[config.mk]
export PLATFORM = sky130hd
export DESIGN_NAME = mmc1_serial_loader
export DESIGN_NICKNAME = d
export VERILOG_FILES = /design/src/rtl/mmc1_pkg.sv /design/src/rtl/mmc1_m2_gen.sv /design/src/rtl/mmc1_serial_loader.sv
export SDC_FILE = /design/constraint.sdc
export NUM_CORES = 1
export LEC_CHECK = 0
export BUFFER_PORTS_ARGS = -buffer_cell sky130_fd_sc_hd__buf_4
export CAP_MARGIN = 15
export CORE_ASPECT_RATIO = 0.7
export CORE_MARGIN = 3
export CORE_UTILIZATION = 47
export DETAILED_ROUTE_END_ITERATION = 10
export GPL_TIMING_DRIVEN = 0
export PLACE_DENSITY = 0.74
export SETUP_SLACK_MARGIN = 0.3
export SYNTH_ARGS = -nofsm -noshare
export SYNTH_HDL_FRONTEND = slang
export SYNTH_SLANG_ARGS = --single-unit
[constraint.sdc]
create_clock -name CLK -period 1.6 [get_ports CLK]
set_input_delay 0.16 -clock CLK [delete_from_list [all_inputs] [get_ports CLK]]
set_output_delay 0.16 -clock CLK [all_outputs]
set_load 0.05 [all_outputs]
[src/rtl/mmc1_pkg.sv]
// Shared definitions for the MMC1 serial loader.
//   - Register-select encodings as driven on {A14,A13}.
//   - Power-on value of the MMC1 control register (PRG mode 3).
//   - Loader FSM state encoding, also exported on the debug state port.
package mmc1_pkg;

    localparam logic [1:0] REG_CONTROL = 2'd0;
    localparam logic [1:0] REG_CHR0    = 2'd1;
    localparam logic [1:0] REG_CHR1    = 2'd2;
    localparam logic [1:0] REG_PRG     = 2'd3;

    localparam logic [4:0] CTRL_RESET_VALUE = 5'b01100;

    typedef enum logic [2:0] {
        IDLE = 3'd0,
        RSTW = 3'd1,
        BIT  = 3'd2,
        GAP  = 3'd3,
        FIN  = 3'd4
    } state_t;

endpackage

[src/rtl/mmc1_m2_gen.sv]
// Free-running M2 generator.
//   clk, rst     : system clock, asynchronous active-high reset
//   cpu_m2       : M2 clock, low for counts 0..M2_DIV-1, high for the rest
//   cycle_start  : phase count is 0 (first CLK of a bus cycle)
//   cycle_end    : phase count is 2*M2_DIV-1 (last CLK of a bus cycle)
//   high_phase   : M2-high half of the bus cycle
module mmc1_m2_gen #(
    parameter int M2_DIV = 4
) (
    input  logic clk,
    input  logic rst,
    output logic cpu_m2,
    output logic cycle_start,
    output logic cycle_end,
    output logic high_phase
);

    localparam int CW = $clog2(2 * M2_DIV);
    localparam logic [CW-1:0] LAST = CW'(2 * M2_DIV - 1);
    localparam logic [CW-1:0] HALF = CW'(M2_DIV);

    logic [CW-1:0] cnt;

    always_ff @(posedge clk or posedge rst) begin
        if (rst) begin
            cnt <= '0;
        end else if (cnt == LAST) begin
            cnt <= '0;
        end else begin
            cnt <= cnt + 1'b1;
        end
    end

    assign high_phase  = (cnt >= HALF);
    assign cpu_m2      = high_phase;
    assign cycle_start = (cnt == '0);
    assign cycle_end   = (cnt == LAST);

endmodule

[src/rtl/mmc1_serial_loader.sv]
// Host-side sequencer that programs an MMC1 mapper through its serial port.
// Two requesters post {register, 5-bit value, optional shift reset}; requests
// are arbitrated round-robin and serialised as MMC1 CPU write cycles.
//   CLK, RST                 : clock, asynchronous active-high reset
//   REQx_VALID/READY         : request handshake (see below)
//   REQx_REG/DATA/RST        : register select, value, D7 reset write first
//   CPU_M2 .. CPU_D7         : generated 6502-style bus
//   BUSY                     : request in progress (write or gap cycles)
//   DONE, DONE_ID            : one-CLK completion pulse and its requester
//   DBG_STATE                : current FSM state
//
// Handshake: a requester raises VALID with REG/DATA/RST stable and holds it.
// READY is a single-CLK pulse in the last CLK of an idle M2 cycle; the fields
// are captured on that edge and may change afterwards. Dropping VALID before
// READY withdraws the request.
import mmc1_pkg::*;

module mmc1_serial_loader #(
    parameter int M2_DIV  = 4,
    parameter int GAP_CYC = 1
) (
    input  logic       CLK,
    input  logic       RST,
    input  logic       REQ0_VALID,
    output logic       REQ0_READY,
    input  logic [1:0] REQ0_REG,
    input  logic [4:0] REQ0_DATA,
    input  logic       REQ0_RST,
    input  logic       REQ1_VALID,
    output logic       REQ1_READY,
    input  logic [1:0] REQ1_REG,
    input  logic [4:0] REQ1_DATA,
    input  logic       REQ1_RST,
    output logic       CPU_M2,
    output logic       nCPU_ROMSEL,
    output logic       nCPU_RW,
    output logic       CPU_A14,
    output logic       CPU_A13,
    output logic       CPU_D0,
    output logic       CPU_D7,
    output logic       BUSY,
    output logic       DONE,
    output logic       DONE_ID,
    output logic [2:0] DBG_STATE
);

    logic cycle_start, cycle_end, high_phase;

    mmc1_m2_gen #(.M2_DIV(M2_DIV)) u_m2_gen (
        .clk         (CLK),
        .rst         (RST),
        .cpu_m2      (CPU_M2),
        .cycle_start (cycle_start),
        .cycle_end   (cycle_end),
        .high_phase  (high_phase)
    );

    state_t     state, state_nx;
    logic       last_q;       // requester served most recently
    logic       id_q;         // requester being served
    logic [1:0] reg_q;
    logic [4:0] data_q;
    logic [2:0] bit_q;
    logic [3:0] gap_q;
    logic       rstw_gap_q;   // current gap follows the D7 reset write
    logic       hold_q;       // previous cycle was a write: hold bus one CLK
    logic       hold_d7_q;    // ...and that write was the reset write

    localparam logic [3:0] GAP_LAST = 4'(GAP_CYC - 1);

    // Arbitration happens only in the last CLK of an idle M2 cycle, so the
    // first write lands exactly on the next phase count 0.
    logic arb_win, win_id, win_rst;
    assign arb_win = (state == IDLE) && cycle_end && (REQ0_VALID || REQ1_VALID);
    assign win_id  = (REQ0_VALID && REQ1_VALID) ? ~last_q : REQ1_VALID;
    assign win_rst = win_id ? REQ1_RST : REQ0_RST;

    assign REQ0_READY = arb_win && !win_id;
    assign REQ1_READY = arb_win &&  win_id;

    logic is_write, gap_last;
    assign is_write = (state == RSTW) || (state == BIT);
    assign gap_last = (gap_q == GAP_LAST);

    always_ff @(posedge CLK or posedge RST) begin
        if (RST) begin
            state <= IDLE;
        end else begin
            state <= state_nx;
        end
    end

    always_comb begin
        state_nx = state;
        case (state)
            IDLE: if (arb_win) state_nx = win_rst ? RSTW : BIT;
            RSTW: if (cycle_end) state_nx = GAP;
            BIT:  if (cycle_end) state_nx = GAP;
            GAP: begin
                if (cycle_end && gap_last) begin
                    state_nx = (!rstw_gap_q && bit_q == 3'd4) ? FIN : BIT;
                end
            end
            FIN:     state_nx = IDLE;
            default: state_nx = IDLE;
        endcase
    end

    always_ff @(posedge CLK or posedge RST) begin
        if (RST) begin
            last_q     <= 1'b1;
            id_q       <= 1'b0;
            reg_q      <= 2'd0;
            data_q     <= 5'd0;
            bit_q      <= 3'd0;
            gap_q      <= 4'd0;
            rstw_gap_q <= 1'b0;
            hold_q     <= 1'b0;
            hold_d7_q  <= 1'b0;
        end else begin
            hold_q    <= is_write && cycle_end;
            hold_d7_q <= (state == RSTW) && cycle_end;
            if (arb_win) begin
                id_q   <= win_id;
                last_q <= win_id;
                reg_q  <= win_id ? REQ1_REG  : REQ0_REG;
                data_q <= win_id ? REQ1_DATA : REQ0_DATA;
                bit_q  <= 3'd0;
            end
            if (is_write && cycle_end) begin
                gap_q      <= 4'd0;
                rstw_gap_q <= (state == RSTW);
            end
            if (state == GAP && cycle_end) begin
                gap_q <= gap_q + 4'd1;
                // Bit 0 follows the reset write; otherwise advance, never past 4.
                if (gap_last && !rstw_gap_q && bit_q != 3'd4) begin
                    bit_q <= bit_q + 3'd1;
                end
            end
        end
    end

    // Address, data and RW stay driven for one CLK past the M2 falling edge
    // (the hold window) so the mapper latches stable values. ROMSEL is
    // decoded from the M2-high phase only and releases with M2.
    logic wr_hold, drive, d7_now;
    assign wr_hold = hold_q && cycle_start;
    assign drive   = is_write || wr_hold;
    assign d7_now  = (state == RSTW) || (wr_hold && hold_d7_q);

    assign nCPU_RW     = ~drive;
    assign nCPU_ROMSEL = ~(is_write && high_phase);
    assign CPU_A14     = reg_q[1];
    assign CPU_A13     = reg_q[0];
    assign CPU_D7      = d7_now;
    assign CPU_D0      = drive && !d7_now && data_q[bit_q];

    assign BUSY      = is_write || (state == GAP);
    assign DONE      = (state == FIN);
    assign DONE_ID   = (state == FIN) && id_q;
    assign DBG_STATE = state;

endmodule

==> impl_metrics.json <==
{
  "arrival_ps": 2260,
  "cts_num_sinks": 25,
  "ys_types": 37,
  "finalWirelength_microns": 5960,
  "cp_max_fo": 5,
  "clock-root-buffer": "clkbuf_8",
  "clock_latency_ps": 280,
  "numCtsBuffers": 3,
  "fp-row-count": 15,
  "dp.final_hpwl_microns": 2430,
  "syn_inst": 136,
  "final_common_cell": "buf_4",
  "crit_path_start_kind": "flip-flop",
  "skew_ps": 8.45,
  "critPathKind": "reg -> reg",
  "status": "complete, but fails checks",
  "final_cells": 246,
  "syn_nets": 163,
  "dp.cells": 204,
  "postSynthAreaPerCell_sq_um": 10.2,
  "io_pins": 35,
  "antenna_cells": 0,
  "grt_pass1_vias": 1350,
  "core_area_sq_um": 2630,
  "met3_usage_pct": 5.70,
  "wl_per_cell_microns": 24.2,
  "pre_cts_slack_ps": -209,
  "grt.overflow.total": 0,
  "h-tree-depth": 1,
  "drive_gt1_share_pct": 67.9,
  "die_area_sq_um": 3650,
  "track_usage_pct": 24.2,
  "period_share_pct": 127,
  "crit_required_ps": 1830,
  "yosysWarningCount": 0,
  "slew_violations": 0,
  "grt_pass1_wl_microns": 6710,
  "cts_tree": "built",
  "firstDrtPassIters": 5,
  "clkTransAtPathRegs_ps": 100,
  "die_w_microns": 70.9,
  "vias": 1505,
  "yosysSeqAreaShare_pct": 45.2,
  "synth_area_sq_um": 1390,
  "maxCapViolCount": 0,
  "via_per_inst": 6.12,
  "gp_congestion": 0.762,
  "ir_drop_mv": 0.659,
  "grtUsageMet2_pct": 43.4,
  "fin_util_pct": 94.0,
  "setup_viol": 28,
  "globalRoute.busiestLayer": "met2",
  "synth-seq-cells": 25,
  "worst-slew-pin-transition_ps": 960,
  "reg2reg_depth": 9,
  "power_density_nw_per_um2": 798,
  "final_antenna_net_count": 0,
  "start_util_pct": 52.8,
  "violations": "negative setup slack",
  "drc": 0,
  "p_leak_nw": 1.13,
  "fin_nets": 240,
  "clockBufferDepth": 2,
  "grtUsageMet1_pct": 29.4,
  "crit_path_end_kind": "flip-flop",
  "grt_max_degree": 26,
  "fmax_ghz": 0.492,
  "fin_crit_ps": 2030,
  "rsz0062_at_grt": "yes",
  "hold_viol": 0,
  "die_h_microns": 51.4,
  "holdWs_ps": 97.0,
  "synthToLayoutAreaGrowth_pct": 78.2,
  "relSlewSlack_pct": 36.0,
  "io_buffers": 34,
  "hp-class": "in -> async",
  "drtIter0Drc": 211,
  "ff2ff_setup_slack_ps": -430,
  "r2r_end": "bit_q[2]$_DFF_PP0_",
  "layout_common_cells": "buf_4 (46), buf_6 (22), dfrtp_1 (20)",
  "antenna_found_initial": 0,
  "r2r-start": "u_m2_gen.cnt[0]$_DFF_PP0_",
  "setup_slack_ps": -434
}
==> Yosys cell counts <==
library cell	number	area [sq um]
a21oi_1	13	65.1
nand2b_1	1	6.26
a22o_1	2	17.5
nor2b_1	2	12.5
xnor2_1	1	8.76
inv_1	9	33.8
o21ai_0	3	15.0
mux2_2	4	45.0
clkbuf_1	2	7.51
and4b_1	1	10.0
ha_1	7	87.6
a21boi_0	1	7.51
a211oi_1	1	7.51
dfstp_2	1	26.3
nand3b_1	1	7.51
nor4b_1	1	8.76
nand3_1	3	15.0
nor3b_1	2	15.0
o21a_1	1	7.51
dfrtp_1	24	601
nor3_1	4	20.0
buf_6	1	11.3
a21boi_2	1	11.3
and3_1	3	18.8
o2bb2ai_1	3	26.3
and2_1	2	12.5
a21o_1	1	7.51
o32ai_1	1	8.76
buf_2	3	15.0
mux4_2	1	22.5
nor2_1	18	67.6
and3b_1	2	17.5
buf_4	1	7.51
mux2i_1	9	90.1
nand2b_2	1	8.76
nand2_1	4	15.0
nor4_4	1	21.3
==> worst max path at each step <==
stage / slack, ps / endpoint / start
3_5_place_dp: -210 / REQ1_READY / u_m2_gen.cnt[0]$_DFF_PP0_
2_1_floorplan: -1 / REQ0_READY / u_m2_gen.cnt[0]$_DFF_PP0_
6_report: -430 / bit_q[2]$_DFF_PP0_ / u_m2_gen.cnt[0]$_DFF_PP0_
3_3_place_gp: -150 / REQ1_READY / u_m2_gen.cnt[0]$_DFF_PP0_
5_1_grt: -460 / reg_q[1]$_DFFE_PP0P_ / u_m2_gen.cnt[0]$_DFF_PP0_
4_1_cts: -400 / REQ0_READY / u_m2_gen.cnt[1]$_DFF_PP0_
==> cell families (layout without fill, tap and decap cells) <==
kind of cell / after synthesis / count (layout) / synth area share, %
AND/OR/NAND/NOR: 46 / 46 / 18.5
AO/OA/AOI/OAI: 27 / 27 / 12.5
flip-flops: 25 / 25 / 45.2
buffers and inverters: 16 / 92 / 5.42
multiplexers: 14 / 14 / 11.4
adder cells (fa/ha/maj): 7 / 7 / 6.32
XOR/XNOR: 1 / 1 / 0.632
==> cell type report <==
cell class	instances	area, sq um
Sequential cell	25	632
Inverter	9	36.3
Timing Repair Buffer	72	674
Clock inverter	1	5.00
Multi-Input combinational cell	95	968
Buffer	7	71.3
Tap cell	34	42.5
Fill cell	69	156
Clock buffer	3	41.3
==> critical path, stage by stage, from the launching register on <==
cell     delay [ps]
dfrtp_1         430
ha_2            220
ha_4            170
buf_4           130
buf_6           100
buf_6           120
and4b_2         290
nand3_4         130
mux2i_1         250
a21o_1          140
==> per-stage QoR <==
| stage | total power [mW] | TNS, ps | instance area, sq um |
|---|---|---|---|
| 3_5_place_dp | 1.30 | -573 | 1810 |
| 6_report | 1.97 | -7070 | 2470 |
| 5_1_grt | 2.05 | -8060 | 2470 |
| 2_1_floorplan | 1.14 | -1.40 | 1510 |
| 3_3_place_gp | 1.28 | -399 | 1810 |
| 4_1_cts | 1.81 | -3290 | 2150 |
==> flip-flops by register name, indices dropped and copies added (netlist names) <==
name,cells
DBG_STATE,3
bit_q,3
data_q,5
gap_q,4
hold_d7_q,1
hold_q,1
id_q,1
last_q,1
reg_q,2
rstw_gap_q,1
u_m2_gen.cnt,3
==> what timing repair did <==
action | CTS | global route
setup buffers | 20 | 17
gates cloned | 0 | 1
setup endpoints to repair | 29 | 29
gates resized for setup | 39 | 41
hold buffers | 0 | 0
pin swaps | 11 | 14
==> per-layer routing <==
layer,vias to the layer above,part of all wire [%]
met5,-,0
met4,0,4.4
met3,28,9.5
met2,113,49
met1,729,38
li1,635,-
==> power by group <==
group | switching (mW) | internal (mW) | leakage, nW
clock | 0.221 | 0.175 | 0.0255
combinational | 0.460 | 0.367 | 0.788
sequential | 0.0577 | 0.691 | 0.313
Power figures use the tool's default switching activity.
